--- src/rtl/fifo_wr_arbiter.sv ---
// Round-robin arbiter funnelling NUM_REQ valid/ready writers into one FIFO write port.
// It registers the write and tracks the FIFO's acknowledge and overflow responses.
module fifo_wr_arbiter #(
    parameter int FIFO_WIDTH = 16,
    parameter int FIFO_DEPTH = 8,
    parameter int NUM_REQ    = 4
) (
    input  logic                            clk,
    input  logic                            rst,
    input  logic [NUM_REQ-1:0]              req_valid,
    input  logic [NUM_REQ*FIFO_WIDTH-1:0]   req_data,
    output logic [NUM_REQ-1:0]              req_ready,
    output logic                            fifo_wr_en,
    output logic [FIFO_WIDTH-1:0]           fifo_data_in,
    input  logic                            fifo_full,
    input  logic                            fifo_almostfull,
    input  logic                            fifo_wr_ack,
    input  logic                            fifo_overflow,
    output logic [$clog2(NUM_REQ)-1:0]      grant_id,
    output logic [15:0]                     wr_count,
    output logic                            err_overflow,
    output logic                            err_noack
);
    localparam int IDW = $clog2(NUM_REQ);
    localparam int CW  = IDW + 1;

    if (NUM_REQ < 2 || NUM_REQ > 8 || FIFO_DEPTH < 2) begin : g_bad_param
        $error("fifo_wr_arbiter: NUM_REQ must be 2..8 and FIFO_DEPTH at least 2");
    end

    typedef enum logic [1:0] {ST_IDLE, ST_WRITE, ST_STALL} state_t;

    state_t                  state_q, state_d;
    logic [IDW-1:0]          rr_ptr_q, rr_ptr_d;
    logic                    wr_en_q;
    logic [FIFO_WIDTH-1:0]   data_q;
    logic [IDW-1:0]          grant_q;
    logic [15:0]             cnt_q;
    logic                    ack_pend_q;
    logic                    err_ovf_q;
    logic                    err_noack_q;

    logic [FIFO_WIDTH-1:0]   data_arr [NUM_REQ];
    logic [IDW-1:0]          win_idx;
    logic                    win_found;
    logic [CW-1:0]           cand;
    logic                    any_valid;
    logic                    can_issue;
    logic                    xfer;

    for (genvar gi = 0; gi < NUM_REQ; gi++) begin : g_unpack
        assign data_arr[gi] = req_data[gi*FIFO_WIDTH +: FIFO_WIDTH];
    end

    assign any_valid = |req_valid;
    // A write already in flight will consume the last free slot, so hold off.
    assign can_issue = !fifo_full && !(fifo_almostfull && wr_en_q);

    // Scan from the highest offset down so the lowest offset from rr_ptr wins.
    always_comb begin
        win_idx   = '0;
        win_found = 1'b0;
        cand      = '0;
        for (int k = NUM_REQ - 1; k >= 0; k--) begin
            cand = {1'b0, rr_ptr_q} + CW'(k);
            if (cand >= CW'(NUM_REQ)) begin
                cand = cand - CW'(NUM_REQ);
            end
            if (req_valid[cand[IDW-1:0]]) begin
                win_idx   = cand[IDW-1:0];
                win_found = 1'b1;
            end
        end
    end

    assign rr_ptr_d = (win_idx == IDW'(NUM_REQ - 1)) ? '0 : win_idx + IDW'(1);

    always_ff @(posedge clk) begin
        if (rst) begin
            state_q <= ST_IDLE;
        end else begin
            state_q <= state_d;
        end
    end

    always_comb begin
        state_d = state_q;
        case (state_q)
            ST_IDLE, ST_WRITE: begin
                if (xfer) begin
                    state_d = ST_WRITE;
                end else if (any_valid) begin
                    state_d = ST_STALL;
                end else begin
                    state_d = ST_IDLE;
                end
            end
            ST_STALL: begin
                if (xfer) begin
                    state_d = ST_WRITE;
                end else if (!any_valid) begin
                    state_d = ST_IDLE;
                end
            end
            default: state_d = ST_IDLE;
        endcase
    end

    always_comb begin
        req_ready = '0;
        xfer      = 1'b0;
        if (!rst && can_issue && win_found) begin
            req_ready[win_idx] = 1'b1;
            xfer               = 1'b1;
        end
    end

    always_ff @(posedge clk) begin
        if (rst) begin
            rr_ptr_q    <= '0;
            wr_en_q     <= 1'b0;
            data_q      <= '0;
            grant_q     <= '0;
            cnt_q       <= '0;
            ack_pend_q  <= 1'b0;
            err_ovf_q   <= 1'b0;
            err_noack_q <= 1'b0;
        end else begin
            wr_en_q    <= xfer;
            ack_pend_q <= wr_en_q;
            if (xfer) begin
                data_q   <= data_arr[win_idx];
                grant_q  <= win_idx;
                rr_ptr_q <= rr_ptr_d;
                cnt_q    <= cnt_q + 16'd1;
            end
            if (fifo_overflow) begin
                err_ovf_q <= 1'b1;
            end
            // A write whose response slot shows neither ack nor overflow went missing.
            if (ack_pend_q && !fifo_wr_ack && !fifo_overflow) begin
                err_noack_q <= 1'b1;
            end
        end
    end

    assign fifo_wr_en   = wr_en_q;
    assign fifo_data_in = data_q;
    assign grant_id     = grant_q;
    assign wr_count     = cnt_q;
    assign err_overflow = err_ovf_q;
    assign err_noack    = err_noack_q;
endmodule

--- config.mk ---
export PLATFORM = sky130hd
export DESIGN_NAME = fifo_wr_arbiter
export DESIGN_NICKNAME = d
export VERILOG_FILES = /design/src/rtl/fifo_wr_arbiter.sv
export SDC_FILE = /design/constraint.sdc
export NUM_CORES = 1
export LEC_CHECK = 0
export BUFFER_PORTS_ARGS = -buffer_cell sky130_fd_sc_hd__buf_2
export CAP_MARGIN = 20
export CORE_MARGIN = 10
export CORE_UTILIZATION = 25
export DETAILED_ROUTE_END_ITERATION = 16
export HOLD_SLACK_MARGIN = 0.03
export SYNTH_ARGS = -nofsm -noshare
export SYNTH_HDL_FRONTEND = slang
export SYNTH_SLANG_ARGS = --single-unit
--- constraint.sdc ---
create_clock -name clk -period 1.5 [get_ports clk]
set_input_delay 0.15 -clock clk [delete_from_list [all_inputs] [get_ports clk]]
set_output_delay 0.15 -clock clk [all_outputs]
set_load 0.05 [all_outputs]
==> impl.org, run 1 <==
** Outcome
- Outcome :: finished, violations left
- Violations in the final reports :: negative setup slack

** Route
- The detail route stage leaves a number of antenna-violating nets equal to 0.
- The detailed router placed between 2000 and 3000 vias in this run.
- 1st-iter DRT viols :: between 100 and 150
- In the routed design, unresolved DRC markers number 0.
- Count of TritonRoute iterations in the first routing pass :: 4
- Dividing the detail-routed wire length by the instance count gives between 15 and 20 um.
- Via count normalized by instance count :: roughly 4.7
- Sum of routed wire length over all layers :: roughly 8.6 mm

** CTS
- TritonCTS built the clock tree.
- In this run, post-CTS hold repair placed 0 buffers.
- CTS sink count :: 40
- Clock root buffer :: sky130_fd_sc_hd__clkbuf_8
- Clock latency reported for the late side of the worst-skew pair :: 0.29 ns
- After clock tree synthesis, the clock-pin slew on the worst setup and hold paths is 0.08 ns.
- The H-tree was split into 2 levels.
- Number of clock buffers inserted by TritonCTS :: 5
- In this run the deepest clock path goes through 2 buffers.

** Floorplan
- Count of boundary I/O pins :: ~120
- Number of rows in the core area :: 35
- Core Footprint :: between 9000 and 10000 um2
- Horizontal die dimension :: approximately 120 um
- DIE AREA :: roughly 14000 um2
- Initial core utilization :: 25.82%
- Y dimension of the die :: between 100 and 150 um

** Finish
- Number of antenna diodes :: 0
- Relative to the synthesized area, the layout overhead comes to 64.52%.
- In the final layout, the multi-input gates occupy between 1500 and 2000 um2.
- Final core utilization :: between 40% and 50%
- Counting the fill cells in the layout gives between 900 and 1000.
- Post-layout instance area :: between 3000 and 4000 um2
- Top library cells by usage in the layout, fill and taps aside :: sky130_fd_sc_hd__buf_2, sky130_fd_sc_hd__nand2_1, sky130_fd_sc_hd__dfxtp_1
- Most common cell after layout, fill and taps aside :: sky130_fd_sc_hd__buf_2
- Across the whole layout, storage elements account for 837.1 um2.
- Number of nets in the finished design :: 479
- Layout cell share with drive strength beyond 1 :: ~62%

** Power
- Dividing total power by cell area gives a power density of between 700 and 800 nW/um2.
- Maximum vdd ir drop :: 428.4 uV
- Leakage Power :: around 1.7 nW

** Timing
- Static timing analysis puts the maximum clock frequency at approximately 0.54 GHz.
- Between clock sinks in the finished design, the worst skew comes to between 0.009 and 0.01 ns.
- The number of pins with negative max-slew slack in the final report came to 0.
- Number of failing hold endpoints at the final stage :: 0
- Final period demand of the worst path :: around 1.9 ns
- Headroom to the max-slew limit came out at 78.68%.
- At the pin with the least slew margin, the transition time is about 0.32 ns.
- In the finished design, the share of the clock period the worst path needs comes to 124.5%.
- Final-report setup violation count :: 26
- Setup repair after global routing could not meet its margin everywhere.
- Across all setup checks in the final design, the least slack found is -0.3681 ns.

** Synthesis
- The most used flip-flop cell after synthesis is sky130_fd_sc_hd__dfxtp_1.
- Post-synth ARST share :: 0%
- Averaged over all synthesized cells, the footprint is around 9.4 um2.
- Portion of the post-synthesis area used by sequential elements :: between 30% and 40%
- Portion of synthesized cell area occupied by the leading cell type :: approximately a third
- sky130_fd_sc_hd__dfxtp_1 takes more of the synthesized area than any other cell.
- Yosys cell types :: 46
- By area the synthesized netlist is led by sky130_fd_sc_hd__dfxtp_1, sky130_fd_sc_hd__o211ai_2, sky130_fd_sc_hd__mux2i_1, sky130_fd_sc_hd__and4_1, sky130_fd_sc_hd__o31a_1.
- The Yosys step of the flow raised 0 warnings.
- Counting flops and latches in the post-synthesis netlist gives 40.
- Netlist area before placement :: around 2400 um2
- Nets in the synthesized netlist :: ~330
- Number of standard cells after synthesis :: between 200 and 300
- Count of flip-flops with a built-in enable after synthesis :: 0

** GRT
- The via count of the first global-routing pass was 2687.
- The number of antenna violations at the first check in global routing came to 0.
- The total overflow left after global routing is 0.
- Global routing used 11.71% of the available tracks.
- Wire length of the first global-routing pass :: ~14 mm
- Entering global routing, the biggest net connects 25 pins.

** Worst setup path
- In this run the worst setup path begins at rr_ptr_q[1].
- Among all stages on the critical path, the largest delay is contributed by sky130_fd_sc_hd__dfxtp_4.
- The number of cells on the worst reg-to-reg path is 9.
- In this run the critical register-to-register path is captured at fifo_data_in[7].
- Worst r2r src :: rr_ptr_q[1]
- At the worst endpoint, the arrival time is between 1.5 and 2 ns.
- Chain of cells forming the critical path :: a21oi_2 > o21a_1 > o22a_1 > ha_2 > and3_4 > buf_8
- Sort of element at the start of the critical path :: flip-flop
- The worst setup path is captured at an output port.
- The critical path is of the reg2out type.
- Register-to-Register Setup Slack :: -0.32 ns
- In this run the worst path has a maximum fanout of 5.
- STA puts the critical path data required time at between 1 and 1.5 ns.
- Following the worst setup path forward leads to its endpoint at req_ready[3].
- For this run, the slowest stage of the critical path takes 0.38 ns.

** Run
- The tool flagged a number of max-cap violations equal to 0.

** Place
- Detailed placement finished with a half-perimeter wire length of ~6.5 mm.
- The congestion estimate from routability-driven global placement came to 0.8034.
- In this run the cell area measured after placement is 3369 um2.
- Buffers placed on the I/O ports in this run total about 110.
- Worst-case setup slack after placement :: -0.2380 ns

** Min path
- In this run the worst hold path is classified as in2reg.
## worst min-delay path by stage
stage	from	endpoint	cells past startpoint
after floorplan	fifo_overflow	err_overflow	2
final	fifo_overflow	err_overflow	3
after global placement	fifo_overflow	err_overflow	3
after detailed placement	fifo_overflow	err_overflow	3
after CTS	fifo_overflow	err_overflow	3
after global routing	fifo_overflow	err_overflow	3
## cell families after synthesis
| logic type | share of synthesized area (%) |
|---|---|
| flops | 33.25 |
| fa+ha+maj | 1.039 |
| xor+xnor | 4.000 |
| simple gates | 23.27 |
| compound gates | 24.73 |
| buf+inv | 6.233 |
| mux | 7.480 |
## critical path, delay by kind of cell, from the launching register on
| family | cells | cell delay (ns) |
|---|---|---|
| adders and majority gates | 1 | 0.22 |
| and+or+nand+nor | 1 | 0.19 |
| AOI/OAI and AO/OA | 3 | 0.50 |
| DFF | 1 | 0.38 |
| buffers and inverters | 1 | 0.14 |
## synthesized netlist by cell type (all sizes together), types with 5 or more instances
| library cell | count |
|---|---|
| dfxtp | 40 |
| nand2 | 31 |
| nor2 | 22 |
| o21ai | 19 |
| mux2i | 18 |
| and4 | 16 |
| o211ai | 15 |
| o31a | 15 |
| a21oi | 12 |
| buf | 10 |
| clkbuf | 8 |
| xnor2 | 7 |
| nor3 | 5 |
## stage by stage
stage	cells	TNS, ns	hold slack [ns]	power, W
2_1_floorplan	257	-2.726	0.2658	0.001798
3_3_place_gp	509	-2.295	0.3742	0.002087
3_5_place_dp	509	-3.708	0.3920	0.002097
5_1_grt	533	-7.797	0.08531	0.003256
6_report	533	-5.612	0.09888	0.003083
4_1_cts	526	-5.463	0.08971	0.002991
## state kept, by name, indices dropped and copies added (netlist names)
name          flops
wr_count         16
fifo_data_in     16
rr_ptr_q          2
fifo_wr_en        1
grant_id          2
ack_pend_q        1
err_noack         1
err_overflow      1
## layer usage
layer / GRT usage, % / part of all wire [%] / vias to the layer above / wire (um)
li1: - / - / 1241 / -
met5: 0 / 0 / - / 0
met3: 5.236 / 9.2 / 6 / 792
met2: 18.95 / 46 / 103 / 3963
met1: 13.96 / 44 / 1170 / 3842
met4: 2.473 / 0.53 / 0 / 46
## report_power, final
| group | switching (W) | internal, W |
|---|---|---|
| clock network | 0.000372 | 0.000420 |
| logic | 0.000632 | 0.000500 |
| registers | 0.0000394 | 0.00112 |
| total | 0.00104 | 0.00204 |
## layout make-up
cell class / instances / area share, %
clock buffers: 8 / 2.526
inverters: 4 / 0.6947
multi-input cells: 196 / 44.43
flip-flops and latches: 40 / 21.12
well taps: 129 / 4.073
repair buffers: 156 / 27.15
## repair_timing
| item | in CTS | in global routing |
|---|---|---|
| buffers inserted | 9 | 7 |
| pin swaps | 19 | 18 |
| cloned | 0 | 1 |
| endpoints found under the setup margin | 29 | 34 |
| resized for setup | 37 | 44 |
(Power assumes the default switching activity.)
==> run 2, diff against run 1 <==
--- a/config.mk
+++ b/config.mk
@@ -8,9 +8,10 @@
 export BUFFER_PORTS_ARGS = -buffer_cell sky130_fd_sc_hd__buf_2
 export CAP_MARGIN = 20
 export CORE_MARGIN = 10
-export CORE_UTILIZATION = 25
+export CORE_UTILIZATION = 42
 export DETAILED_ROUTE_END_ITERATION = 16
 export HOLD_SLACK_MARGIN = 0.03
+export PLACE_DENSITY_LB_ADDON = 0.05
 export SYNTH_ARGS = -nofsm -noshare
 export SYNTH_HDL_FRONTEND = slang
 export SYNTH_SLANG_ARGS = --single-unit
==> constraint.sdc (replaced) <==
create_clock -name clk -period 1.53 [get_ports clk]
set_input_delay 0.153 -clock clk [delete_from_list [all_inputs] [get_ports clk]]
set_output_delay 0.153 -clock clk [all_outputs]
set_load 0.05 [all_outputs]
==> run 2 against run 1 <==
Effect of this change: largest cell class unchanged; register-to-register slack gained 0.11 ns; flip-flop and latch count is the same; non-clock buffer count shrank 9; cell count shrank 13%; first-iteration DRC count shrank 11%; global-route usage grew 4.2 points; the flow still finishes with violations (negative setup slack); worst hold slack lost 0.031 ns; critical path type unchanged; combinational power shrank 17%; cell area shrank 9.9%; clock power grew 5.7%.
==> impl.org, run 2 (same netlist as run 1, synthesis figures left out) <==
** Worst setup path
- Register-to-Register Setup Slack :: -0.21 ns (+0.11 ns)
- The delay of the slowest cell on the worst path came to 0.37 ns (about the same).
- Worst r2r src :: rr_ptr_q[1]
- Count of cells along the worst register-to-register path :: 8 (-1)
- In this run the worst setup path begins at rr_ptr_q[1].
- The critical path goes through mux2i_2 > nor2_2 > nor3_4 > ha_1 > and3_4 > buf_8.
- Arrival @ worst endpoint :: 1.71 ns (about the same)
- The maximum fanout count along the critical path is 4 (-1).
- End of the worst register-to-register path :: fifo_data_in[2]
- Sort of element at the start of the critical path :: flip-flop
- Worst path top cell family by delay :: simple AND/OR/NAND/NOR gates
- WP buf/inv :: 1 (unchanged)
- Start-to-end type of the worst setup path :: reg2out
- The worst endpoint required time was 1.38 ns (+0.03 ns).
- Worst Setup End Kind :: output port
- Slowest cell on the critical path :: sky130_fd_sc_hd__dfxtp_4

** Floorplan
- The die area was 9163 um2 (-34%).
- Number of rows in the core area :: 27 (-23%)
- The floorplan die width is 95.73 um (-19%).
- Initial core utilization :: 43.47% (+18 points)
- The core outline area came to 5540 um2 (-41%).
- Y dimension of the die :: 95.73 um (-19%)
- Count of boundary I/O pins :: 115 (unchanged)

** Timing
- Aggregate negative setup slack :: -3.643 ns (+1.969 ns)
- Final period demand of the worst path :: roughly 1.9 ns
- Unrepaired setup endpoints after global routing :: true
- The worst-case clock skew is 0.008494 ns (-0.0009597 ns).
- Final-report setup violation count :: 25 (-3.8%)
- F_max :: about 0.54 GHz
- Fin crit share :: 121.8%
- The relative slew slack came to 72.84% (-5.8 points).
- Final setup margin :: -0.3337 ns (+0.03441 ns)
- Final Max Tran Viols :: 0 (unchanged)
- The final number of hold-violating endpoints was 0 (unchanged).
- The final worst hold slack is 0.06830 ns (-0.03057 ns).
- Slew at the pin closest to its max-slew limit :: 0.4074 ns (+0.08764 ns)

** CTS
- The count of hold-fix buffers inserted at cts is 0 (unchanged).
- The insertion delay of the later-clocked pin in the worst-skew pair was 0.30 ns (about the same).
- Total number of H-tree levels :: 2 (unchanged)
- CTS sink count :: 40 (unchanged)
- Number of clock buffers inserted by TritonCTS :: 5 (unchanged)
- Clock root buffer :: sky130_fd_sc_hd__clkbuf_8
- The register clock-pin slew on the reported worst setup and hold paths came to 0.08 ns (about the same).
- Max clock buf depth :: 2 (unchanged)
- Clock tree from TritonCTS :: done

** Place
- The quantity of I/O buffers inserted on ports was 114 (unchanged).
- HPWL after DPL :: 5.654 mm (-13%)
- Routability Congestion :: 0.7890 (-1.8%)

** Outcome
- The final reports fail on negative setup slack.
- The flow ran to the end, but the final reports show violations.

** Min path
- Launch instance of the worst min-delay path :: fifo_overflow
- In this run the worst hold path is classified as in2reg.
- Hold-critical path depth :: 3 (unchanged)
- Hold Path Sink :: err_overflow

** Power
- The logic gate share of total power was 32.3% (-4.4 points).
- Reg power frac :: 38.9% (+1.3 points)
- The total power density per cell area is 813.7 nW/um2 (+4.6%).
- Cell internal pwr :: 0.001902 W (-6.7%)
- Maximum vdd ir drop :: 620.9 uV (+45%)
- The leakage power of the design was 1.652 nW (-5.4%).
- The part of the total power dissipated in the clock network is 28.9% (+3.2 points).
- The net switching component of the power was 0.001004 W (-3.9%).
- Total Power :: 0.002905 W (-5.7%)
- The switching share of power came to 34.55% (+0.68 points).

** GRT
- Largest net degree at the start of global routing :: 25 (unchanged)
- Wire length of the first global-routing pass :: 11.71 mm (-14%)
- The via count of the first global-routing pass is 2435 (-9.4%).
- The number of antenna violations at the first check in global routing is 0 (unchanged).
- The total global routing overflow was 0 (unchanged).
- The aggregate global-route resource usage was 15.86% (+4.2 points).

** Finish
- Layout cell share with drive strength beyond 1 :: 57.61% (-4.3 points)
- The antenna cell count came to 0 (unchanged).
- Most common cell after layout, fill and taps aside :: sky130_fd_sc_hd__buf_2
- Top library cells by usage in the layout, fill and taps aside :: sky130_fd_sc_hd__buf_2, sky130_fd_sc_hd__nand2_1, sky130_fd_sc_hd__dfxtp_1
- Number of nets in the finished design :: 469 (-2.1%)
- The area growth from synthesis to layout is 48.26%.

** Route
- The number of vias after detailed routing is 2436 (-3.3%).
- The DRC violations left was 0 (unchanged).
- Sum of routed wire length over all layers :: 7.598 mm (-12%)
- Count of TritonRoute iterations in the first routing pass :: 4 (unchanged)
- Average wire per standard cell :: 16.30 um (+0.53%)
- Via count normalized by instance count :: 5.227 (+11%)
- The initial DRC count is 102 (-11%).
- Antenna Violating Nets Remaining :: 0 (unchanged)

** Run
- Max-cap violation count :: 0 (unchanged)
-- run 2: how the worst max path moves through the flow --
stage               cells past startpoint  slack (ns)          endpoint
floorplan                               8       -0.23      req_ready[0]
global placement                        7       -0.11      req_ready[1]
detailed placement                      6       -0.16  fifo_data_in[13]
CTS                                     6       -0.39      req_ready[3]
global route                            6       -0.44      req_ready[3]
finish                                  6       -0.33      req_ready[3]
-- run 2: worst min-delay path, stage by stage --
cell	delay, ns
sky130_fd_sc_hd__buf_2	0.09
sky130_fd_sc_hd__nor2_1	0.03
sky130_fd_sc_hd__nor2_1	0.06
-- run 2: metrics by stage --
stage,utilization [%],cell area (um2),setup slack [ns],cells
detailed placement,57.99,3213,-0.1607,449
global route,64.45,3571,-0.4358,466
finish,64.45,3571,-0.3337,466
global placement,57.99,3213,-0.1137,449
floorplan,-,2509,-0.2263,257
CTS,62.29,3451,-0.3930,462
-- run 2: final cells by class --
| class | count | area [um2] |
|---|---|---|
| Multi-Input combinational cell | 195 | 1613 |
| Clock buffer | 6 | 93.84 |
| Timing Repair Buffer | 147 | 900.9 |
| Sequential cell | 40 | 835.8 |
| Inverter | 4 | 20.02 |
| Tap cell | 72 | 90.09 |
| Fill cell | 489 | 1969 |
| Clock inverter | 2 | 17.52 |
-- run 2: repair_timing --
action                     in CTS  in global routing
pin swaps                      12                  6
buffers inserted                6                  6
resized for setup              20                 23
setup endpoints to repair      24                 32
-- run 2: power groups by stage --
stage               Clock [W]  Combinational (W)  Sequential, W
detailed placement          0           0.000857        0.00115
CTS                  0.000874           0.000890        0.00113
global placement            0           0.000847        0.00115
floorplan                   0           0.000401        0.00136
finish               0.000838           0.000938        0.00113
global route         0.000926            0.00100        0.00114
-- run 2: routing by layer --
layer,track usage (%),part of all wire [%],up-vias
met5,0,0,-
met4,3.440,0.86,0
met3,5.914,8.5,6
met2,25.73,48,72
met1,19.63,42,1145
li1,-,-,1213
